==> src/rtl/csr_mtrap_file.sv <==
// csr_mtrap_file: machine-mode CSR file with trap entry/mret sequencing and 64-bit mcycle/minstret counters.
module csr_mtrap_file #(
  parameter int          XLEN         = 32,
  parameter logic [31:0] MVENDORID    = 32'h79737978,
  parameter logic [31:0] MARCHID      = 32'h015FDE21,
  parameter bit          HAS_COUNTERS = 1'b1
) (
  input  logic            i_clk,
  input  logic            i_rst,
  input  logic [XLEN-1:0] i_csr_wdata1,
  input  logic [11:0]     i_csr_waddr1,
  input  logic            i_csr_wena1,
  input  logic [XLEN-1:0] i_csr_wdata2,
  input  logic [11:0]     i_csr_waddr2,
  input  logic            i_csr_wena2,
  input  logic [11:0]     i_csr_raddr,
  output logic [XLEN-1:0] o_csr_rdata,
  output logic            o_csr_illegal,
  input  logic            i_trap_valid,
  input  logic [XLEN-1:0] i_trap_cause,
  input  logic [XLEN-1:0] i_trap_pc,
  input  logic            i_mret,
  input  logic            i_instret,
  output logic            o_redirect_valid,
  output logic [XLEN-1:0] o_redirect_pc
);
  localparam int PW = XLEN + 13;
  logic [PW-1:0] p1, p2;
  assign p1 = {i_csr_wena1, i_csr_waddr1, i_csr_wdata1};
  assign p2 = {i_csr_wena2, i_csr_waddr2, i_csr_wdata2};
  // returns {hit, data}; port 2 outranks port 1 on the same address
  function automatic logic [XLEN:0] wsel(input logic [11:0] a, input logic [PW-1:0] x1, input logic [PW-1:0] x2);
    return (x2[PW-1] && x2[PW-2 -: 12] == a) ? {1'b1, x2[XLEN-1:0]}
                                              : {x1[PW-1] && x1[PW-2 -: 12] == a, x1[XLEN-1:0]};
  endfunction
  function automatic logic [63:0] cnt_nxt(input logic [63:0] cur, input logic inc, input logic wl,
                                          input logic [63:0] dl, input logic wh, input logic [63:0] dh);
    if (!HAS_COUNTERS) return 64'd0;
    if (wl || wh)
      return {wh ? dh[31:0] : ((XLEN == 64 && wl) ? dl[63:32] : cur[63:32]), wl ? dl[31:0] : cur[31:0]};
    return cur + 64'(inc);
  endfunction
  logic            mie, mpie;
  logic [XLEN-1:0] mtvec, mscratch, mepc, mcause;
  logic [63:0]     mcycle, minstret;
  logic            w_st, w_tv, w_sc, w_ep, w_ca, w_cl, w_ch_raw, w_il, w_ih_raw, w_ch, w_ih;
  logic [XLEN-1:0] d_st, d_tv, d_sc, d_ep, d_ca, d_cl, d_ch, d_il, d_ih;
  assign {w_st, d_st}     = wsel(12'h300, p1, p2);
  assign {w_tv, d_tv}     = wsel(12'h305, p1, p2);
  assign {w_sc, d_sc}     = wsel(12'h340, p1, p2);
  assign {w_ep, d_ep}     = wsel(12'h341, p1, p2);
  assign {w_ca, d_ca}     = wsel(12'h342, p1, p2);
  assign {w_cl, d_cl}     = wsel(12'hB00, p1, p2);
  assign {w_ch_raw, d_ch} = wsel(12'hB80, p1, p2);
  assign {w_il, d_il}     = wsel(12'hB02, p1, p2);
  assign {w_ih_raw, d_ih} = wsel(12'hB82, p1, p2);
  assign w_ch = XLEN == 32 && w_ch_raw;
  assign w_ih = XLEN == 32 && w_ih_raw;
  logic mret_eff;
  assign mret_eff = i_mret && !i_trap_valid;
  logic [63:0] mcycle_nxt, minstret_nxt;
  assign mcycle_nxt   = cnt_nxt(mcycle, 1'b1, w_cl, 64'(d_cl), w_ch, 64'(d_ch));
  assign minstret_nxt = cnt_nxt(minstret, i_instret, w_il, 64'(d_il), w_ih, 64'(d_ih));
  always_ff @(posedge i_clk or posedge i_rst) begin
    if (i_rst) begin
      mie              <= 1'b0;
      mpie             <= 1'b0;
      mtvec            <= '0;
      mscratch         <= '0;
      mepc             <= '0;
      mcause           <= '0;
      mcycle           <= '0;
      minstret         <= '0;
      o_redirect_valid <= 1'b0;
      o_redirect_pc    <= '0;
    end else begin
      mie              <= i_trap_valid ? 1'b0 : mret_eff ? mpie : w_st ? d_st[3] : mie;
      mpie             <= i_trap_valid ? mie : mret_eff ? 1'b1 : w_st ? d_st[7] : mpie;
      mtvec            <= w_tv ? {d_tv[XLEN-1:2], 2'b00} : mtvec;
      mscratch         <= w_sc ? d_sc : mscratch;
      mepc             <= i_trap_valid ? {i_trap_pc[XLEN-1:1], 1'b0} : w_ep ? {d_ep[XLEN-1:1], 1'b0} : mepc;
      mcause           <= i_trap_valid ? i_trap_cause : w_ca ? d_ca : mcause;
      mcycle           <= mcycle_nxt;
      minstret         <= minstret_nxt;
      o_redirect_valid <= i_trap_valid || mret_eff;
      o_redirect_pc    <= i_trap_valid ? mtvec : mret_eff ? mepc : o_redirect_pc;
    end
  end
  always_comb begin
    o_csr_rdata   = '0;
    o_csr_illegal = 1'b0;
    case (i_csr_raddr)
      12'h300: o_csr_rdata = XLEN'({2'b11, 3'b000, mpie, 3'b000, mie, 3'b000});
      12'h305: o_csr_rdata = mtvec;
      12'h340: o_csr_rdata = mscratch;
      12'h341: o_csr_rdata = mepc;
      12'h342: o_csr_rdata = mcause;
      12'hB00: o_csr_rdata = mcycle[XLEN-1:0];
      12'hB02: o_csr_rdata = minstret[XLEN-1:0];
      12'hB80: if (XLEN == 32) o_csr_rdata = XLEN'(mcycle[63:32]); else o_csr_illegal = 1'b1;
      12'hB82: if (XLEN == 32) o_csr_rdata = XLEN'(minstret[63:32]); else o_csr_illegal = 1'b1;
      12'hF11: o_csr_rdata = XLEN'(MVENDORID);
      12'hF12: o_csr_rdata = XLEN'(MARCHID);
      default: o_csr_illegal = 1'b1;
    endcase
  end
  logic unused;
  assign unused = ^{d_st, d_tv[1:0], d_ep[0], d_ch, d_ih, mcycle, minstret};
endmodule

==> config.mk <==
export PLATFORM = sky130hd
export DESIGN_NAME = csr_mtrap_file
export DESIGN_NICKNAME = d
export VERILOG_FILES = /design/src/rtl/csr_mtrap_file.sv
export SDC_FILE = /design/constraint.sdc
export NUM_CORES = 1
export LEC_CHECK = 0
export BUFFER_PORTS_ARGS = -buffer_cell sky130_fd_sc_hd__buf_2
export CORE_MARGIN = 1.5
export CORE_UTILIZATION = 35
export DETAILED_ROUTE_END_ITERATION = 16
export PLACE_DENSITY = 0.57
export SYNTH_ARGS = -nofsm -noshare
export SYNTH_HDL_FRONTEND = slang
export SYNTH_SLANG_ARGS = --single-unit
==> constraint.sdc <==
create_clock -name i_clk -period 10.6 [get_ports i_clk]
set_input_delay 1.06 -clock i_clk [delete_from_list [all_inputs] [get_ports i_clk]]
set_output_delay 1.06 -clock i_clk [all_outputs]
set_load 0.03 [all_outputs]
After elaboration in Yosys (flattened, before gate mapping)
Index checks and enable logic that the tools add are counted.
{"block": "classes", "add_sub_neg": 2, "eq_ne": 33, "mux": 33, "reduce_logical": 28}
{"operator": "32-bit one-hot mux with 11 select lines", "count": 1}
{"operator": "32-bit two-way mux", "count": 10}
{"operator": "33-bit two-way mux", "count": 9}
{"operator": "64-bit two-way mux", "count": 4}
{"operator": "12-bit by 10-bit == test with 1-bit output (second input constant)", "count": 15}
{"operator": "12-bit == test (second input constant)", "count": 14}
{"operator": "64-bit by 1-bit adder with 64-bit output", "count": 1}
{"operator": "64-bit by 1-bit adder with 64-bit output (second input constant)", "count": 1}
{"operator": "1-bit logical AND", "count": 19}
{"operator": "3-bit inequality test (second input constant)", "count": 4}
{"operator": "11-bit OR reduction", "count": 1}
{"operator": "1-bit two-way mux", "count": 9}
{"operator": "2-bit nonzero test", "count": 3}
{"operator": "1-bit logical OR", "count": 3}
{"operator": "3-bit nonzero test", "count": 1}
{"operator": "1-bit logical NOT", "count": 1}
{"block": "totals", "reg_bits": 289, "in_bits": 171, "output_inout_bits": 66, "wordCells": 108}

Longest topological paths before layout
Gate-level depths: netlist (run 1).
{"block": "depth", "word_depth": 6, "mapped_depth": 9, "mapped_depth_nobuf": 8}

Worst setup path before layout (run 1)
OpenSTA, ideal clock, no wires.
{"block": "synth_path", "path_kind": "input -> output", "startpoint": "input i_csr_raddr[0]", "endpoint": "output o_csr_illegal", "arrival_ns": 3.138, "t_required_ns": 9.540, "path_slack_ns": 6.402, "stages": 8, "n_path_buf": 2, "cell_sequence": "clkbuf_1 -> nor3_1 -> nand3_1 -> nor2_1 -> buf_2 -> nor3_1 -> nand3_1 -> nor4_1"}
{"block": "synth_between", "elab_chain_len": 3, "elab_cells_between_ends": 13, "cone_classes": "11 x eq/ne; 1 x mux; 1 x reduce/logical"}
{"element": "from (decl)", "line_no": "16", "source": "input logic [11:0] i_csr_raddr,"}
{"element": "12-bit == test or 12-bit by 10-bit == test with 1-bit output (tied branches)", "line_no": "92", "source": "case (i_csr_raddr)"}
{"element": "11-bit OR reduction (no line) (*)"}
{"element": "1-bit two-way mux (*)"}
{"element": "to (decl)", "line_no": "18", "source": "output logic o_csr_illegal,"}
Mark *: on every way between the ends. The rest lies on a longest branch, timed or not.

Worst setup path after layout (run 1)
{"block": "layout_path", "startpoint": "input i_csr_raddr[10]", "endpoint": "output o_csr_rdata[11]"}
{"block": "layout_between", "elab_chain_len": 2, "elab_cells_between_ends": 12, "cone_classes": "11 x eq/ne; 1 x mux"}
{"element": "12-bit == test or 12-bit by 10-bit == test with 1-bit output (tied branches)", "line_no": "92"}
{"element": "32-bit one-hot mux with 11 select lines (*)", "line_no": "92"}
{"element": "to (decl)", "line_no": "17", "source": "output logic [XLEN-1:0] o_csr_rdata,"}
Marks and branches as above.

==> impl_metrics.env, run 1 <==
export IMPL_crit_top_cell="buf_2"
export IMPL_ff2ff_path_depth=6
export IMPL_io_buffers=234
export IMPL_drc=0
export IMPL_antenna_found_initial=2
export IMPL_wl_per_cell_um=26.97
export IMPL_synth_most_common_cell="nand2_1"
export IMPL_synth_flop_cell="dfrtp_1"
export IMPL_post_layout_nonfiller_instances=3121
export IMPL_fin_area_um2=21910
export IMPL_leakagePower_nw=8.896
export IMPL_r2r_end="minstret[48]$_DFFE_PP0P_"
export IMPL_ant_nets=0
export IMPL_synth_edf_count=0
export IMPL_synth_cell_area_um2=19100
export IMPL_crit_reg2reg_launch="minstret[23]$_DFFE_PP0P_"
export IMPL_cts_hold_buf=0
export IMPL_grt_pass1_vias=18130
export IMPL_ys_seq_elements=287
export IMPL_hp_class="reg2reg"
export IMPL_syn_inst=2264
export IMPL_drive_above_1_share_pct=18.32
export IMPL_cts_buffers=35
export IMPL_cts_tree="yes"
export IMPL_finClkSkew_ns=0.02227
export IMPL_drv_cap=0
export IMPL_rrSetupSlack_ns=7.17
export IMPL_ir_drop_mv=0.1014
export IMPL_finalSetupViolCount=0
export IMPL_ys_seq_area_share_pct=37.61
export IMPL_slowest_stage="and3_2"
export IMPL_gp_congestion=0.9543
export IMPL_maxSlewHeadroom_pct=11.87
export IMPL_arrival_ns=4.07
export IMPL_fin_crit_ns=5.125
export IMPL_final_nets=2576
export IMPL_ioPinCount=237
export IMPL_slew_violations=0
export IMPL_worstHoldStart="mscratch[21]$_DFFE_PP0P_"
export IMPL_syn_area_per_cell_um2=8.435
export IMPL_fillers=5441
export IMPL_gr_total_overflow=0
export IMPL_internal_power_w=0.001984
export IMPL_synth_async_reset_ratio_pct=100.0
export IMPL_start_kind="input pin"
export IMPL_pwr_share_comb_pct=12.6
export IMPL_first_pass_iters=6
export IMPL_postPlaceCellArea_um2=20820
export IMPL_synth_cell_type_count=66
export IMPL_root_buffer="clkbuf_16"
export IMPL_htree_levels=2
export IMPL_die_w_um=236.6
export IMPL_synth_nets=2438
export IMPL_yosys_warnings=0
export IMPL_seqPwrFrac_pct=45.0
export IMPL_tightest_slew_ns=1.310
export IMPL_rsz0062_at_grt="no"
export IMPL_cp_end_kind="output pin"
export IMPL_insertion_delay_ns=0.54
export IMPL_hpwl_um=60520
export IMPL_grt_usage_pct=29.60
export IMPL_path_max_fanout=28
export IMPL_post_cts_setup_buffers=0
export IMPL_grt_start_max_net_pins=104
export IMPL_core_area_um2=53920
export IMPL_clock_power_share_pct=42.4
export IMPL_routed_via_density=6.124
export IMPL_yosysTopAreaCellShare_pct=37.61
export IMPL_area_growth_pct=14.73
export IMPL_critical_path_class="in2out"
export IMPL_cts_sinks=287
export IMPL_period_share_pct=48.35
export IMPL_synth_area_leader_cell="dfrtp_1"
export IMPL_fmax_ghz=0.1951
export IMPL_worstHoldEndpoint="mscratch[21]$_DFFE_PP0P_"
export IMPL_status="complete, no violations"
export IMPL_vias=19112
export IMPL_drt_iter0_drc=2111
export IMPL_grt_pass1_wl_um=123500
export IMPL_core_rowCount=85
export IMPL_p_sw_share_pct=29.88
export IMPL_cts_resized=0
export IMPL_power_density_cell_area_nw_per_um2=129.1
export IMPL_final_core_util_pct=40.64
export IMPL_critical_path_cell_chain="buf_2, nor3b_1, and4_1, and3_2, a222oi_1, and3_1, nand3_1, buf_2"
export IMPL_die_area_um2=55970
export IMPL_placed_cells=3060
export IMPL_initial_core_util_pct=35.42
export IMPL_hold_viol=0
export IMPL_worst_ep_required_time_ns=9.54
export IMPL_dieHeight_um=236.6
export IMPL_cts_path_max_buffers=3
export IMPL_cp_slowest_stage_delay_ns=0.85
export IMPL_min_path_cells=2
export IMPL_path_clk_slew_ns=0.06
export IMPL_switching_power_w=0.0008454
export IMPL_setup_tns_ns=0
export IMPL_yosys_top_cells_count="nand2_1 (422), dfrtp_1 (287), o21ai_0 (237)"
export IMPL_finalWirelength_um=84170
export IMPL_synthTopCellsByArea="dfrtp_1 (38%), mux2i_1 (9.9%), nand2_1 (8.3%)"
==> cell type report <==
type / count / area [um^2] / share of cell area, %
Multi-Input combinational cell: 1778 / 11180 / 51.04
Sequential cell: 287 / 7182 / 32.78
Timing Repair Buffer: 276 / 1490 / 6.801
Clock buffer: 57 / 1071 / 4.888
Tap cell: 696 / 870.8 / 3.974
Inverter: 24 / 97.59 / 0.4454
Clock inverter: 2 / 13.76 / 0.06281
Antenna cell: 1 / 2.502 / 0.01142
==> per-stage QoR <==
stage               power (W)  hold WS [ns]  setup slack [ns]
floorplan            0.001462        0.4444             1.619
global placement     0.001633        0.4571             5.552
detailed placement   0.001640        0.4666             5.614
CTS                  0.002827        0.4797             5.606
global route         0.002915        0.5049             5.438
finish               0.002829        0.4749             5.475
==> power by group through the flow <==
stage               clock, W  combinational (W)  sequential, W
floorplan                  0           0.000208        0.00125
global placement           0           0.000345        0.00129
detailed placement         0           0.000351        0.00129
CTS                  0.00120           0.000353        0.00127
global route         0.00124           0.000392        0.00128
finish               0.00120           0.000356        0.00127
==> cell usage in the layout, fill, tap and decap left out, types with 5 or more instances in the layout <==
master and instances:
o22ai_1 8, a31oi_1 10, a222oi_1 16, nand4_2 6
nor3_1 67, nand4_1 67, xor2_1 15, o221ai_1 7
clkbuf_1 13, o21ai_0 237, nor4_4 6, mux2i_1 188
nand2_1 420, o21ai_1 11, and3_1 25, buf_4 41
or3_1 6, a221oi_1 21, mux2_2 77, and2_1 10
xnor2_1 102, nor4_1 38, inv_1 23, nor2_1 124
dfrtp_1 287, clkbuf_16 37, and4_1 8, nor4b_1 5
or4_1 5, a22oi_1 52, clkbuf_8 7, a21oi_1 94
a211oi_1 5, buf_2 234, nand3_1 71
==> kinds of logic after synthesis <==
group	count (synthesis)	synth area share (%)
AND/OR/NAND/NOR	901	23.02
AO/OA/AOI/OAI	491	15.22
flip-flops	287	37.61
multiplexers	265	14.39
buffers and inverters	199	4.173
XOR/XNOR	117	5.366
adder cells (fa/ha/maj)	3	0.1966
other	1	0.01964
==> worst max-delay path by stage <==
stage	slack, ns	to	start
global placement	5.55	o_csr_rdata[12]	i_csr_raddr[6]
CTS	5.61	o_csr_rdata[11]	i_csr_raddr[10]
floorplan	1.62	mcause[0]$_DFFE_PP0P_	i_rst
detailed placement	5.61	o_csr_rdata[11]	i_csr_raddr[10]
global route	5.44	o_csr_rdata[13]	i_csr_raddr[1]
finish	5.47	o_csr_rdata[11]	i_csr_raddr[10]
==> per-layer routing <==
metal / share of wire [%] / global-route usage (%)
met1: 41 / 38.94
met2: 45 / 46.84
met3: 7.9 / 4.955
met4: 5.6 / 15.13
met5: 0 / 0
==> sequential cells by signal, indices dropped and copies added (netlist names) <==
signal            cells
mcycle               64
minstret             64
mcause               32
mscratch             32
mepc                 31
o_redirect_pc        31
mtvec                30
mie                   1
mpie                  1
o_redirect_valid      1
==> worst max-delay path: cells and delay by family <==
kind,cells,cell delay (ns)
buf+inv,2,0.39
compound gates,1,0.26
simple gates,5,2.33
(Power assumes the default switching activity.)
==> inputs of run 2 (changes only) <==
PLACE_DENSITY = 0.59   (was 0.57)
clock period = 4.6 ns   (was 10.6 ns; I/O delays follow)
==> impl_metrics.env, run 2 (synthesis gave the netlist of run 1 again) <==
export IMPL_cts_path_max_buffers=3
export IMPL_drt_iter0_drc=1848
export IMPL_final_nets=2597
export IMPL_core_rowCount=85
export IMPL_grt_pass1_vias=18305
export IMPL_critical_path_class="in2out"
export IMPL_drv_cap=0
export IMPL_cts_sinks=287
export IMPL_maxSlewHeadroom_pct=16.29
export IMPL_insertion_delay_ns=0.55
export IMPL_final_core_util_pct=41.19
export IMPL_cts_tree="yes"
export IMPL_routed_via_density=6.037
export IMPL_finClkSkew_ns=0.01952
export IMPL_slew_violations=0
export IMPL_finalWirelength_um=83410
export IMPL_dp_slack_ns=0.9418
export IMPL_path_clk_slew_ns=0.06
export IMPL_cp_end_kind="output pin"
export IMPL_antenna_found_initial=1
export IMPL_leakagePower_nw=9.079
export IMPL_num_antenna_cells=0
export IMPL_power_density_cell_area_nw_per_um2=302.3
export IMPL_htree_levels=2
export IMPL_initial_core_util_pct=35.42
export IMPL_hp_class="in2reg"
export IMPL_status="complete, no violations"
export IMPL_fmax_ghz=0.2668
export IMPL_ioPinCount=237
export IMPL_setup_tns_ns=0
export IMPL_die_w_um=236.6
export IMPL_worst_ep_required_time_ns=4.14
export IMPL_min_path_cells=3
export IMPL_start_kind="input pin"
export IMPL_drc=0
export IMPL_finalSetupViolCount=0
export IMPL_drive_above_1_share_pct=19.40
export IMPL_ir_drop_mv=0.2123
export IMPL_dieHeight_um=236.6
export IMPL_layout_setup_ws_ns=0.8516
export IMPL_io_buffers=234
export IMPL_cts_buffers=35
export IMPL_grt_start_max_net_pins=118
export IMPL_ant_nets=0
export IMPL_final_common_cell="nand2_1"
export IMPL_fin_crit_ns=3.748
export IMPL_cts_hold_buf=1
export IMPL_gp_congestion=0.9821
export IMPL_root_buffer="clkbuf_16"
export IMPL_path_max_fanout=14
export IMPL_cts_resized=0
export IMPL_rsz0062_at_grt="no"
export IMPL_largestRegisters="mcycle (64), minstret (64)"
export IMPL_period_share_pct=81.49
export IMPL_gr_total_overflow=0
export IMPL_arrival_ns=3.29
export IMPL_final_cell_mix="nand2_1 (420), dfrtp_1 (287), o21ai_0 (237)"
export IMPL_die_area_um2=55970
export IMPL_hpwl_um=61230
export IMPL_core_area_um2=53920
export IMPL_area_growth_pct=16.29
export IMPL_wl_per_cell_um=26.52
export IMPL_first_pass_iters=6
export IMPL_grt_usage_pct=29.28
export IMPL_ff2ff_path_depth=6
export IMPL_post_cts_setup_buffers=0
export IMPL_grt_pass1_wl_um=122400
export IMPL_hold_viol=0
export IMPL_tightest_slew_ns=1.246
export IMPL_vias=18987
==> run 2: layout make-up <==
cell class / count / area [um^2]
clock inverters: 10 / 118.9
multi-input cells: 1778 / 11170
fillers: 5420 / 31710
clock buffers: 53 / 1095
well taps: 696 / 870.8
repair buffers: 297 / 1678
flip-flops and latches: 287 / 7182
inverters: 24 / 93.84
==> run 2: per-layer routing <==
layer,up-vias,track usage [%],wire length (um)
li1,8489,-,-
met1,9268,38.51,34140
met2,1021,47.52,38360
met4,2,13.46,4203
met3,207,4.255,6700
met5,-,0,13
==> run 2: path summary, 6_finish.rpt <==
path	start	to	slack, ns
setup / recovery	i_csr_raddr[10]	o_csr_rdata[20]	0.85
hold / removal	i_trap_pc[12]	mepc[12]$_DFFE_PP0P_	0.21
setup reg to reg	minstret[21]$_DFFE_PP0P_	minstret[48]$_DFFE_PP0P_	1.28
hold reg to reg	mscratch[18]$_DFFE_PP0P_	mscratch[18]$_DFFE_PP0P_	0.48
max in group asynchronous	i_rst	mtvec[22]$_DFFE_PP0P_	3.09
min in group asynchronous	i_rst	mepc[8]$_DFFE_PP0P_	0.50
==> run 2: where the power goes <==
group          leakage, nW  internal, W  switching [W]
combinational         4.66     0.000305       0.000530
sequential            3.81      0.00269       0.000252
clock                0.605      0.00176        0.00118
total                 9.08      0.00475        0.00196
==> run 2: stage by stage <==
stage / area, um^2 / hold WS, ns / cells / power [W]
2_1_floorplan: 19100 / 0.4444 / 2264 / 0.003371
3_3_place_gp: 20990 / 0.4579 / 3081 / 0.003780
3_5_place_dp: 20990 / 0.4670 / 3081 / 0.003802
4_1_cts: 22210 / 0.2024 / 3145 / 0.006744
5_1_grt: 22210 / 0.2258 / 3145 / 0.006933
6_report: 22210 / 0.2128 / 3145 / 0.006714
==> run 2: critical path, stage by stage <==
cell and delay, ns:
buf_2 0.15, nor3b_1 0.38, and4_1 0.46, and3_1 0.91
buf_4 0.33, o2bb2ai_1 0.13, a221oi_1 0.07, nand3_1 0.15
buf_2 0.23
==> inputs of run 3 (changes only) <==
ABC_AREA = 1   (was unset)
PLACE_DENSITY = 0.56   (was 0.59)
clock period = 3.6 ns   (was 4.6 ns; I/O delays follow)
==> impl_metrics.env, run 3 <==
export IMPL_hpwl_um=95340
export IMPL_ys_seq_elements=287
export IMPL_yosys_warnings=0
export IMPL_power_density_cell_area_nw_per_um2=363.5
export IMPL_root_buffer="clkbuf_16"
export IMPL_yosysTopAreaCellShare_pct=32.86
export IMPL_final_nets=3898
export IMPL_status="complete, but fails checks"
export IMPL_synth_flop_cell="dfrtp_1"
export IMPL_cts_sinks=287
export IMPL_die_w_um=252.9
export IMPL_ioPinCount=237
export IMPL_grt_busiest_layer="met2"
export IMPL_setup_tns_ns=0
export IMPL_synth_async_reset_ratio_pct=100.0
export IMPL_drc=0
export IMPL_core_rowCount=91
export IMPL_largestRegisters="mcycle (64), minstret (64)"
export IMPL_path_max_fanout=11
export IMPL_drt_iter0_drc=3294
export IMPL_gr_total_overflow=0
export IMPL_finClkSkew_ns=0.02797
export IMPL_grt_usage_pct=37.82
export IMPL_synthTopCellsByArea="dfrtp_1 (33%), nand2_1 (18%), o21ai_0 (9.6%)"
export IMPL_final_cell_mix="nand2_1 (1032), nor2_1 (451), o21ai_0 (419)"
export IMPL_cts_tree="yes"
export IMPL_vias=26362
export IMPL_ys_seq_area_share_pct=32.86
export IMPL_timing_hold_ws_ns=-0.07097
export IMPL_gp_congestion=1.048
export IMPL_wl_per_cell_um=26.56
export IMPL_syn_area_per_cell_um2=6.218
export IMPL_drive_above_1_share_pct=11.28
export IMPL_die_area_um2=63950
export IMPL_area_growth_pct=16.14
export IMPL_leakagePower_nw=12.12
export IMPL_placed_cells=4497
export IMPL_synth_cell_area_um2=21850
export IMPL_power_w=0.009226
export IMPL_r2r_end="minstret[56]$_DFFE_PP0P_"
export IMPL_io_buffers=234
export IMPL_rsz0062_at_grt="no"
export IMPL_worst_ep_required_time_ns=3.24
export IMPL_critical_path_class="in2out"
export IMPL_synth_area_leader_cell="dfrtp_1"
export IMPL_ant_nets=0
export IMPL_htree_levels=2
export IMPL_layout_setup_ws_ns=0.3744
export IMPL_cts_buffers=39
export IMPL_grt_use_met3_pct=5.900
export IMPL_crit_reg2reg_launch="minstret[0]$_DFFE_PP0P_"
export IMPL_cts_path_max_buffers=3
export IMPL_initial_core_util_pct=35.41
export IMPL_dieHeight_um=252.9
export IMPL_cp_end_kind="output pin"
export IMPL_maxSlewHeadroom_pct=44.50
export IMPL_hp_class="in2async"
export IMPL_synth_cell_type_count=42
export IMPL_synth_edf_count=0
export IMPL_ff2ff_path_depth=12
export IMPL_path_clk_slew_ns=0.06
export IMPL_finalWirelength_um=121900
export IMPL_syn_inst=3515
export IMPL_synth_nets=3689
export IMPL_tightest_slew_ns=0.8295
export IMPL_period_share_pct=89.60
export IMPL_hold_viol=41
export IMPL_fmax_ghz=0.3100
export IMPL_start_kind="input pin"
export IMPL_final_common_cell="nand2_1"
export IMPL_drv_cap=0
export IMPL_dp_slack_ns=0.4749
export IMPL_fin_crit_ns=3.226
export IMPL_rrSetupSlack_ns=0.82
export IMPL_yosys_top_cells_count="nand2_1 (1034), nor2_1 (454), o21ai_0 (419)"
export IMPL_use_met1_pct=52.29
export IMPL_arrival_ns=2.87
export IMPL_first_pass_iters=6
export IMPL_grt_pass1_vias=24420
export IMPL_post_layout_nonfiller_instances=4590
export IMPL_slew_violations=0
export IMPL_routed_via_density=5.743
export IMPL_synth_most_common_cell="nand2_1"
export IMPL_finalSetupViolCount=0
export IMPL_grt_start_max_net_pins=123
export IMPL_ir_drop_mv=0.2592
export IMPL_fillers=6923
export IMPL_insertion_delay_ns=0.61
export IMPL_use_met2_pct=56.86
export IMPL_antenna_found_initial=4
export IMPL_violations="hold timing"
export IMPL_grt_pass1_wl_um=173800
export IMPL_core_area_um2=61710
-- run 3: cell types whose count changed in the layout (fill, tap and decap cells not counted), sizes merged, moves of 60 or more --
cell | before | now
nor2 | 127 | 467
o21ai | 249 | 438
nand3 | 71 | 187
inv | 24 | 389
nand2 | 423 | 1045
mux2 | 77 | 0
o22ai | 8 | 107
a21oi | 95 | 155
o211ai | 0 | 98
mux2i | 188 | 0
xnor2 | 102 | 2
-- run 3: timing repair --
| action | CTS | global route |
|---|---|---|
| hold endpoints to repair | 23 | 0 |
| hold buffers | 23 | 0 |
| buffers inserted | 0 | 0 |
| resized for setup | 0 | 0 |
-- run 3: per-stage QoR --
stage	util, %	cell area (um^2)
finish	41.13	25380
global route	41.12	25380
CTS	41.12	25380
detailed placement	38.69	23880
global placement	38.69	23880
floorplan	-	21860
-- run 3: cells by family (layout without fill, tap and decap cells) --
kind of cell / count (synthesis) / count (layout) / share of synthesized area, %
xor+xnor: 20 / 20 / 0.8015
other cells: 1 / 4 / 0.01716
buf+inv: 551 / 786 / 10.55
compound gates: 858 / 858 / 21.83
flops: 287 / 287 / 32.86
simple gates: 1795 / 1795 / 33.77
fa+ha+maj: 3 / 3 / 0.1718
-- run 3: worst max path at each step --
stage                   start                    end  slack (ns)  depth (start not counted)
3_5_place_dp   i_csr_raddr[5]        o_csr_rdata[16]        0.47                          9
6_report       i_csr_raddr[5]        o_csr_rdata[16]        0.37                          9
2_1_floorplan           i_rst  mcause[0]$_DFFE_PP0P_       -0.57                          1
5_1_grt        i_csr_raddr[5]        o_csr_rdata[29]        0.30                          9
3_3_place_gp   i_csr_raddr[5]        o_csr_rdata[29]        0.49                          9
4_1_cts        i_csr_raddr[5]        o_csr_rdata[16]        0.47                          9
-- run 3: metal layers --
layer,wire length [um],vias to the layer above
met4,6963,2
met5,13,-
met3,11100,262
met2,51980,1453
li1,-,11991
met1,51870,12654
-- run 3: where the power goes --
group | total (W) | internal (W) | switching, W | leakage, nW
clock network | 0.00403 | 0.00229 | 0.00174 | 0.624
registers | 0.00377 | 0.00347 | 0.000304 | 3.34
logic | 0.00143 | 0.000425 | 0.00100 | 8.16
total | 0.00923 | 0.00618 | 0.00304 | 12.1
-- run 3: final cells by class --
| class | count | area, um^2 | area share (%) |
|---|---|---|---|
| inverter | 392 | 1483 | 5.841 |
| sequential | 287 | 7182 | 28.29 |
| clock inverter | 16 | 176.4 | 0.6950 |
| antenna | 3 | 7.507 | 0.02958 |
| tap | 837 | 1047 | 4.126 |
| multi-input combinational | 2677 | 12410 | 48.88 |
| timing repair buffer | 327 | 1989 | 7.838 |
| clock buffer | 51 | 1091 | 4.298 |
-- run 3: critical path, cell delays in order --
cell      delay [ns]
buf_2           0.11
inv_1           0.06
nand2_1         0.09
nor3_2          0.46
nand3_1         0.69
o22ai_1         0.56
nor2_1          0.09
nand3b_1        0.19
buf_2           0.24
